### config.mk
export PLATFORM = sky130hd
export DESIGN_NAME = writeback_arbiter
export DESIGN_NICKNAME = d
export VERILOG_FILES = /design/src/rtl/wb_arb_pkg.sv /design/src/rtl/wb_hold_buffer.sv /design/src/rtl/writeback_arbiter.sv
export SDC_FILE = /design/constraint.sdc
export NUM_CORES = 1
export LEC_CHECK = 0
export BUFFER_PORTS_ARGS = -buffer_cell sky130_fd_sc_hd__buf_2
export CAP_MARGIN = 20
export CORE_MARGIN = 2
export CORE_UTILIZATION = 48
export DETAILED_ROUTE_END_ITERATION = 7
export GPL_TIMING_DRIVEN = 0
export PLACE_DENSITY = 0.76
export SLEW_MARGIN = 30
export SYNTH_ARGS = -nofsm -noshare
export SYNTH_HDL_FRONTEND = slang
export SYNTH_SLANG_ARGS = --single-unit
### constraint.sdc
create_clock -name clk -period 3.7 [get_ports clk]
set_input_delay 0.74 -clock clk [delete_from_list [all_inputs] [get_ports clk]]
set_output_delay 0.74 -clock clk [all_outputs]
set_load 0.05 [all_outputs]
### src/rtl/wb_arb_pkg.sv
// wb_arb_pkg: shared grant encoding and buffered write-back entry type.
package wb_arb_pkg;
    typedef enum logic [1:0] {
        GRANT_NONE = 2'b00,
        GRANT_LOAD = 2'b01,
        GRANT_CORE = 2'b10
    } grant_e;

    localparam logic [4:0] REG_ZERO = 5'd0;

    typedef struct packed {
        logic [4:0]  rd;
        logic [31:0] data;
    } wb_entry_t;
endpackage

### src/rtl/wb_hold_buffer.sv
// wb_hold_buffer: one-entry valid/ready holding register; drains and refills in the same cycle.
module wb_hold_buffer
    import wb_arb_pkg::*;
#(
    parameter type T = wb_entry_t
) (
    input  logic clk,
    input  logic rst,
    input  logic en,
    input  logic in_valid,
    input  T     in_data,
    output logic in_ready,
    output logic out_valid,
    output T     out_data,
    input  logic take
);
    assign in_ready = en & (~out_valid | take);

    always_ff @(posedge clk or posedge rst) begin
        if (rst) begin
            out_valid <= 1'b0;
            out_data  <= '0;
        end else if (en) begin
            if (in_valid & in_ready) begin
                out_valid <= 1'b1;
                out_data  <= in_data;
            end else if (take) begin
                out_valid <= 1'b0;
            end
        end
    end
endmodule

### src/rtl/writeback_arbiter.sv
// writeback_arbiter: shares the register-file write port between core results and load data.
// Optional WB_STATS_EN adds saturating conflict/promotion counters.
module writeback_arbiter
    import wb_arb_pkg::*;
#(
    parameter int MAX_WAIT = 4,
    parameter int STAT_W   = 16
) (
    input  logic              clk,
    input  logic              rst,
    input  logic              clk_enable,
    input  logic              core_valid,
    input  logic [4:0]        core_rd,
    input  logic [31:0]       core_data,
    output logic              core_ready,
    input  logic              load_valid,
    input  logic [4:0]        load_rd,
    input  logic [31:0]       load_data,
    output logic              load_ready,
`ifdef WB_STATS_EN
    input  logic              stat_clear,
    output logic [STAT_W-1:0] stat_conflicts,
    output logic [STAT_W-1:0] stat_promotions,
`endif
    output logic              rf_we,
    output logic [4:0]        rf_waddr,
    output logic [31:0]       rf_wdata
);
    wb_entry_t core_q, load_q, win;
    logic      core_v, load_v, promote;
    logic [3:0] wait_cnt;
    grant_e    grant;

    wb_hold_buffer #(.T(wb_entry_t)) u_core_buf (
        .clk(clk), .rst(rst), .en(clk_enable),
        .in_valid(core_valid), .in_data('{rd: core_rd, data: core_data}), .in_ready(core_ready),
        .out_valid(core_v), .out_data(core_q), .take(grant == GRANT_CORE)
    );

    wb_hold_buffer #(.T(wb_entry_t)) u_load_buf (
        .clk(clk), .rst(rst), .en(clk_enable),
        .in_valid(load_valid), .in_data('{rd: load_rd, data: load_data}), .in_ready(load_ready),
        .out_valid(load_v), .out_data(load_q), .take(grant == GRANT_LOAD)
    );

    // A core result that has lost MAX_WAIT times in a row overrides load priority
    assign promote = core_v & (wait_cnt >= 4'(MAX_WAIT));

    always_comb begin
        grant = (load_v & ~promote) ? GRANT_LOAD : core_v ? GRANT_CORE : GRANT_NONE;
        win   = (grant == GRANT_LOAD) ? load_q : core_q;
    end

    always_ff @(posedge clk or posedge rst) begin
        if (rst) begin
            wait_cnt <= 4'd0;
            rf_we    <= 1'b0;
            rf_waddr <= 5'd0;
            rf_wdata <= 32'd0;
        end else if (clk_enable) begin
            wait_cnt <= (~core_v | grant == GRANT_CORE) ? 4'd0 :
                        (wait_cnt == 4'hF) ? wait_cnt : wait_cnt + 4'd1;
            rf_we    <= (grant != GRANT_NONE) & (win.rd != REG_ZERO);
            if (grant != GRANT_NONE) begin
                rf_waddr <= win.rd;
                rf_wdata <= win.data;
            end
        end
    end

`ifdef WB_STATS_EN
    always_ff @(posedge clk or posedge rst) begin
        if (rst) begin
            stat_conflicts  <= '0;
            stat_promotions <= '0;
        end else if (clk_enable) begin
            if (stat_clear) begin
                stat_conflicts  <= '0;
                stat_promotions <= '0;
            end else begin
                if (core_v & load_v & ~&stat_conflicts)
                    stat_conflicts <= stat_conflicts + 1'b1;
                if (grant == GRANT_CORE & load_v & promote & ~&stat_promotions)
                    stat_promotions <= stat_promotions + 1'b1;
            end
        end
    end
`endif
endmodule

==> results.sh, run 1 <==
export IMPL_outcome="completed"
export IMPL_crit_chain="buf_2 -> clkbuf_1 -> clkbuf_1 -> and2_1 -> buf_2"
export IMPL_fin_skew_ps=8.382
export IMPL_first_pass_iters=4
export IMPL_worstSkewPairLatency_ps=510
export IMPL_yosysSeqAreaShare_pct=58.99
export IMPL_drt_iter0_drc=153
export IMPL_fin_crit_ps=2870
export IMPL_cts_buffer_depth=2
export IMPL_yosysTopAreaCell="dfrtp_1"
export IMPL_hold_viol=0
export IMPL_antenna_found_initial=0
export IMPL_synth_area_top_cells="dfrtp_1 59%, mux2_2 16%, nand2_1 5.8%"
export IMPL_die_area_um2=11260
export IMPL_crit_type="input pin to output pin"
export IMPL_wl_per_cell_um=17.78
export IMPL_syn_nets=489
export IMPL_fin_util_pct=63.03
export IMPL_io_pins=119
export IMPL_synth_area_um2=5006
export IMPL_cts_buffers=17
export IMPL_slowest_delay_ps=410
export IMPL_layout_cells_non_filler=697
export IMPL_crit_family="buffers and inverters"
export IMPL_dpl_hpwl_mm=8.471
export IMPL_ctsRootBufferMaster="clkbuf_8"
export IMPL_p_leak_nw=2.900
export IMPL_hold_class="input pin to async pin"
export IMPL_drc=0
export IMPL_crit_arrival_ps=2130
export IMPL_worst_path_max_fanout=10
export IMPL_rows=37
export IMPL_synth_warnings=0
export IMPL_drive_gt1_share_pct=43.32
export IMPL_layout_nets=630
export IMPL_cts_sinks=118
export IMPL_cts_tree="done"
export IMPL_cellPowerDensity_nw_per_um2=681.1
export IMPL_fmax_mhz=348.4
export IMPL_fp_dieH_um=106.1
export IMPL_cts_hold_buf=0
export IMPL_cp_start_kind="input pin"
export IMPL_yosysTopAreaCellShare_pct=58.99
export IMPL_antenna_cells=0
export IMPL_end_kind="output pin"
export IMPL_critPathBufInv=4
export IMPL_grt_pass1_wl_mm=20.00
export IMPL_post_cts_setup_buffers=0
export IMPL_ir_drop_v=0.0003329
export IMPL_cts_resized_gates=0
export IMPL_port_buffers=118
export IMPL_required_ps=2960
export IMPL_drtAntennaViolNets=0
export IMPL_routed_wirelength_mm=12.39
export IMPL_htreeDepth=4
export IMPL_postLayoutCellArea_um2=6449
export IMPL_core_area_um2=10230
export IMPL_synth_seq_cells=118
export IMPL_n_fill_cell=810
export IMPL_avgViaCountPerCell=5.466
export IMPL_dieWidth_um=106.1
export IMPL_vias=3810
export IMPL_whs_ps=192.6
export IMPL_gp_congestion=0.8026
export IMPL_grt_usage_pct=23.27
export IMPL_fin_crit_sh_pct=77.57
export IMPL_syn_inst=409
export IMPL_grt_pass1_vias=3984
export IMPL_worst_path_max_delay_cell="clkbuf_1"
export IMPL_setup_viol=0
export IMPL_worst_slew_pin_slew_ps=550.5
export IMPL_overflow=0
export IMPL_dpl_cell_area_um2=5858
export IMPL_syn_avg_cell_area_um2=12.24
export IMPL_relSlewSlack_pct=63.30
export IMPL_rsz0062_at_grt="no"
export IMPL_synth_distinct_cells=32
export IMPL_tns_ps=0
export IMPL_max_cap_viol_count=0
export IMPL_maxSlewViolCount=0
export IMPL_areaGrowthSynthToFinish_pct=28.82
export IMPL_multi_input_area_um2=1843
export IMPL_grt_max_degree=32
export IMPL_post_place_cells=667
export IMPL_initial_utilization_pct=48.93
export IMPL_clk_pin_slew_ps=60
export IMPL_ff_latch_area_um2=2953
[stage by stage]
stage          power (mW)  worst slack (ps)
4_1_cts             4.415             817.7
3_5_place_dp        2.756             813.5
6_report            4.392             830.1
3_3_place_gp        2.709             833.3
2_1_floorplan       2.454              1006
5_1_grt             4.567             707.3
[power by group]
part | switching, mW | leakage [nW] | internal (mW)
logic | 0.701 | 1.20 | 0.338
clock network | 0.555 | 0.286 | 1.10
registers | 0.150 | 1.41 | 1.55
[metal layers]
metal,track usage (%),share of wire [%],vias to the layer above
met3,5.457,4.8,20
li1,-,-,1767
met5,0,0,-
met1,28.85,42,1899
met2,39.24,51,124
met4,9.586,2.2,0
[cells by family after synthesis]
| group | share of synthesized area, % |
|---|---|
| compound gates | 7.873 |
| buf+inv | 4.199 |
| mux | 16.65 |
| simple gates | 12.05 |
| flops | 58.99 |
| fa+ha+maj | 0.2499 |
[synthesized netlist by cell type]
cell type and count:
dfrtp_1 118, nand2_1 77, mux2_2 73, nand4_1 37, o211ai_1 37, clkbuf_1 18, buf_6 7, buf_2 6
inv_1 4, o21ai_0 4, or3_1 3, a21oi_1 2, buf_4 2, nor2b_1 2, o2bb2ai_1 2, a2111oi_0 1
a211oi_1 1, a22o_1 1, a31oi_1 1, a31oi_4 1, and2_1 1, and3_1 1, buf_1 1, ha_1 1
mux2_1 1, nand4bb_2 1, nor2_1 1, nor4_1 1, o21a_1 1, o21ai_2 1, or2_1 1, or2_2 1
[registers in the layout, indices dropped and copies added, names as in the netlist]
name	flops
rf_waddr	5
rf_wdata	32
rf_we	1
u_core_buf.out_data	37
u_core_buf.out_valid	1
u_load_buf.out_data	37
u_load_buf.out_valid	1
wait_cnt	4
[worst paths after layout]
| path | start | end | slack [ps] | cells after the start |
|---|---|---|---|---|
| max in group asynchronous | rst | u_load_buf.out_data[19]$_DFFE_PP0P_ | 2830 | 4 |
| hold / removal | rst | wait_cnt[2]$_DFFE_PP0P_ | 190 | 2 |
| setup / recovery | clk_enable | core_ready | 830 | 5 |
| setup reg to reg | wait_cnt[2]$_DFFE_PP0P_ | u_load_buf.out_data[4]$_DFFE_PP0P_ | 1740 | 5 |
| min in group clk | load_rd[1] | u_load_buf.out_data[33]$_DFFE_PP0P_ | 450 | 2 |
| hold reg to reg | rf_wdata[23]$_DFFE_PP0P_ | rf_wdata[23]$_DFFE_PP0P_ | 490 | 2 |
[area by class of cell]
type / count / share of cell area, %
clock inverters: 10 / 2.406
repair buffers: 122 / 10.52
multi-input cells: 253 / 28.58
well taps: 136 / 2.639
flip-flops and latches: 118 / 45.79
plain buffers: 34 / 3.027
inverters: 4 / 0.2910
clock buffers: 20 / 6.752
[placed cells by master (no fill, tap or decap), types with 2 or more instances in the layout]
master,count
dfrtp_1,118
inv_1,3
clkinv_2,4
nand2_1,77
clkbuf_8,2
buf_2,124
nand4_1,37
nor2b_1,2
o2bb2ai_1,2
buf_4,2
mux2_2,73
clkbuf_16,16
buf_12,3
clkbuf_1,20
bufinv_16,4
o211ai_1,37
or3_1,3
o21ai_0,4
clkinvlp_4,3
buf_6,7
a21oi_1,2
No activity file was read; power rests on OpenSTA's default activity.
==> inputs of run 2 (changes only) <==
Settings changed: CORE_UTILIZATION 48 to 50.
Clock period 3.7 ns to 2.83 ns, I/O delays scaled along.
==> results.sh, run 2 (synthesis results as in run 1) <==
export IMPL_outcome="completed"
export IMPL_setup_viol=0
export IMPL_cts_hold_buf=0
export IMPL_layout_commonest_cell="buf_2"
export IMPL_clk_pin_slew_ps=60
export IMPL_topRoutingLayerUsed="met4"
export IMPL_io_pins=119
export IMPL_die_area_um2=10830
export IMPL_fin_util_pct=66.18
export IMPL_crit_arrival_ps=1990
export IMPL_cts_tree="done"
export IMPL_worst_path_max_fanout=10
export IMPL_cellPowerDensity_nw_per_um2=878.6
export IMPL_cp_start_kind="input pin"
export IMPL_antenna_cells=0
export IMPL_drtAntennaViolNets=0
export IMPL_dieWidth_um=104.1
export IMPL_drc=0
export IMPL_grt_usage_pct=24.04
export IMPL_reg2reg_slack_ps=890
export IMPL_ctsRootBufferMaster="clkbuf_8"
export IMPL_core_area_um2=9729
export IMPL_overflow=0
export IMPL_rr_worst_depth=5
export IMPL_cts_sinks=118
export IMPL_rr_startpoint="wait_cnt[2]$_DFFE_PP0P_"
export IMPL_post_cts_setup_buffers=0
export IMPL_vias=3784
export IMPL_htreeDepth=4
export IMPL_antenna_found_initial=0
export IMPL_end_kind="output pin"
export IMPL_drive_gt1_share_pct=43.69
export IMPL_tns_ps=0
export IMPL_p_leak_nw=2.907
export IMPL_layout_nets=630
export IMPL_hold_viol=0
export IMPL_worstSkewPairLatency_ps=520
export IMPL_port_buffers=118
export IMPL_total_power_mw=5.657
export IMPL_relSlewSlack_pct=64.83
export IMPL_required_ps=2260
export IMPL_fin_crit_sh_pct=90.43
export IMPL_r2r_end="u_load_buf.out_data[13]$_DFFE_PP0P_"
export IMPL_wl_met3_um=615
export IMPL_reg_largest_list="u_core_buf.out_data: 37 flops, u_load_buf.out_data: 37 flops, rf_wdata: 32 flops"
export IMPL_maxSlewViolCount=0
export IMPL_areaGrowthSynthToFinish_pct=28.62
export IMPL_fmax_mhz=390.8
export IMPL_first_pass_iters=4
export IMPL_ir_drop_v=0.0005430
export IMPL_max_cap_viol_count=0
export IMPL_avgViaCountPerCell=5.437
export IMPL_dpl_hpwl_mm=8.509
export IMPL_drt_iter0_drc=231
export IMPL_wl_per_cell_um=17.50
export IMPL_rows=36
export IMPL_crit_type="input pin to output pin"
export IMPL_grt_pass1_wl_mm=20.21
export IMPL_cts_buffers=17
export IMPL_routed_wirelength_mm=12.18
export IMPL_met2_length_mm=6.347
export IMPL_fin_skew_ps=8.893
export IMPL_final_cell_mix="124 x buf_2, 118 x dfrtp_1, 77 x nand2_1, 73 x mux2_2"
export IMPL_grt_max_degree=29
export IMPL_drt_met1_wl_mm=5.054
export IMPL_worst_slew_pin_slew_ps=527.5
export IMPL_cts_buffer_depth=2
export IMPL_fp_dieH_um=104.1
export IMPL_fin_crit_ps=2559
export IMPL_hold_class="input pin to async pin"
export IMPL_gp_congestion=0.8057
export IMPL_initial_utilization_pct=51.45
export IMPL_rsz0062_at_grt="no"
export IMPL_cts_resized_gates=0
export IMPL_grt_pass1_vias=3966
run 2: cell types whose count changed in the layout (fill, tap and decap cells not counted):
cell / delta
bufinv_16: -2
clkbuf_1: -1
clkbuf_8: +4
clkinv_2: +2
clkinvlp_4: -1
run 2: worst max-delay path by stage:
stage               startpoint                                 end  slack [ps]  cells past startpoint
detailed placement  clk_enable                          core_ready         290                      5
finish              clk_enable                          core_ready         270                      5
global placement           rst  u_load_buf.out_data[9]$_DFFE_PP0P_         140                      2
floorplan           clk_enable                          load_ready         480                      3
CTS                 clk_enable                          core_ready         280                      5
global route        clk_enable                          core_ready         200                      5
run 2: worst max-delay path, cell delays in order:
cell and delay (ps):
buf_2 120, clkbuf_1 420, clkbuf_1 430, and2_1 200, buf_2 260
run 2: per-stage QoR:
step                worst slack, ps  hold slack [ps]  instances  area [um2]
global placement              140.1            474.3        660        5767
finish                        270.9            80.52        696        6439
global route                  199.3            102.5        696        6439
detailed placement            288.6            481.0        664        5854
CTS                           283.4            72.63        696        6439
floorplan                     484.1            460.1        409        5010
run 2: layout make-up:
class | count | area, um2
buffer | 34 | 195.2
clock buffer | 23 | 486.7
clock inverter | 9 | 97.59
fill | 770 | 3291
inverter | 4 | 18.77
multi-input combinational | 253 | 1843
sequential | 118 | 2953
tap | 133 | 166.4
timing repair buffer | 122 | 678.2
run 2: layer usage:
metal | vias to the layer above | global-route usage (%)
li1 | 1762 | -
met1 | 1880 | 29.78
met2 | 126 | 40.93
met3 | 16 | 6.078
met4 | 0 | 8.687
met5 | - | 0
run 2: where the power goes:
group / internal, mW / switching [mW] / total [mW] / leakage (nW)
registers: 2.03 / 0.194 / 2.22 / 1.41
logic: 0.442 / 0.917 / 1.36 / 1.20
clock network: 1.36 / 0.718 / 2.08 / 0.293
total: 3.83 / 1.83 / 5.66 / 2.91
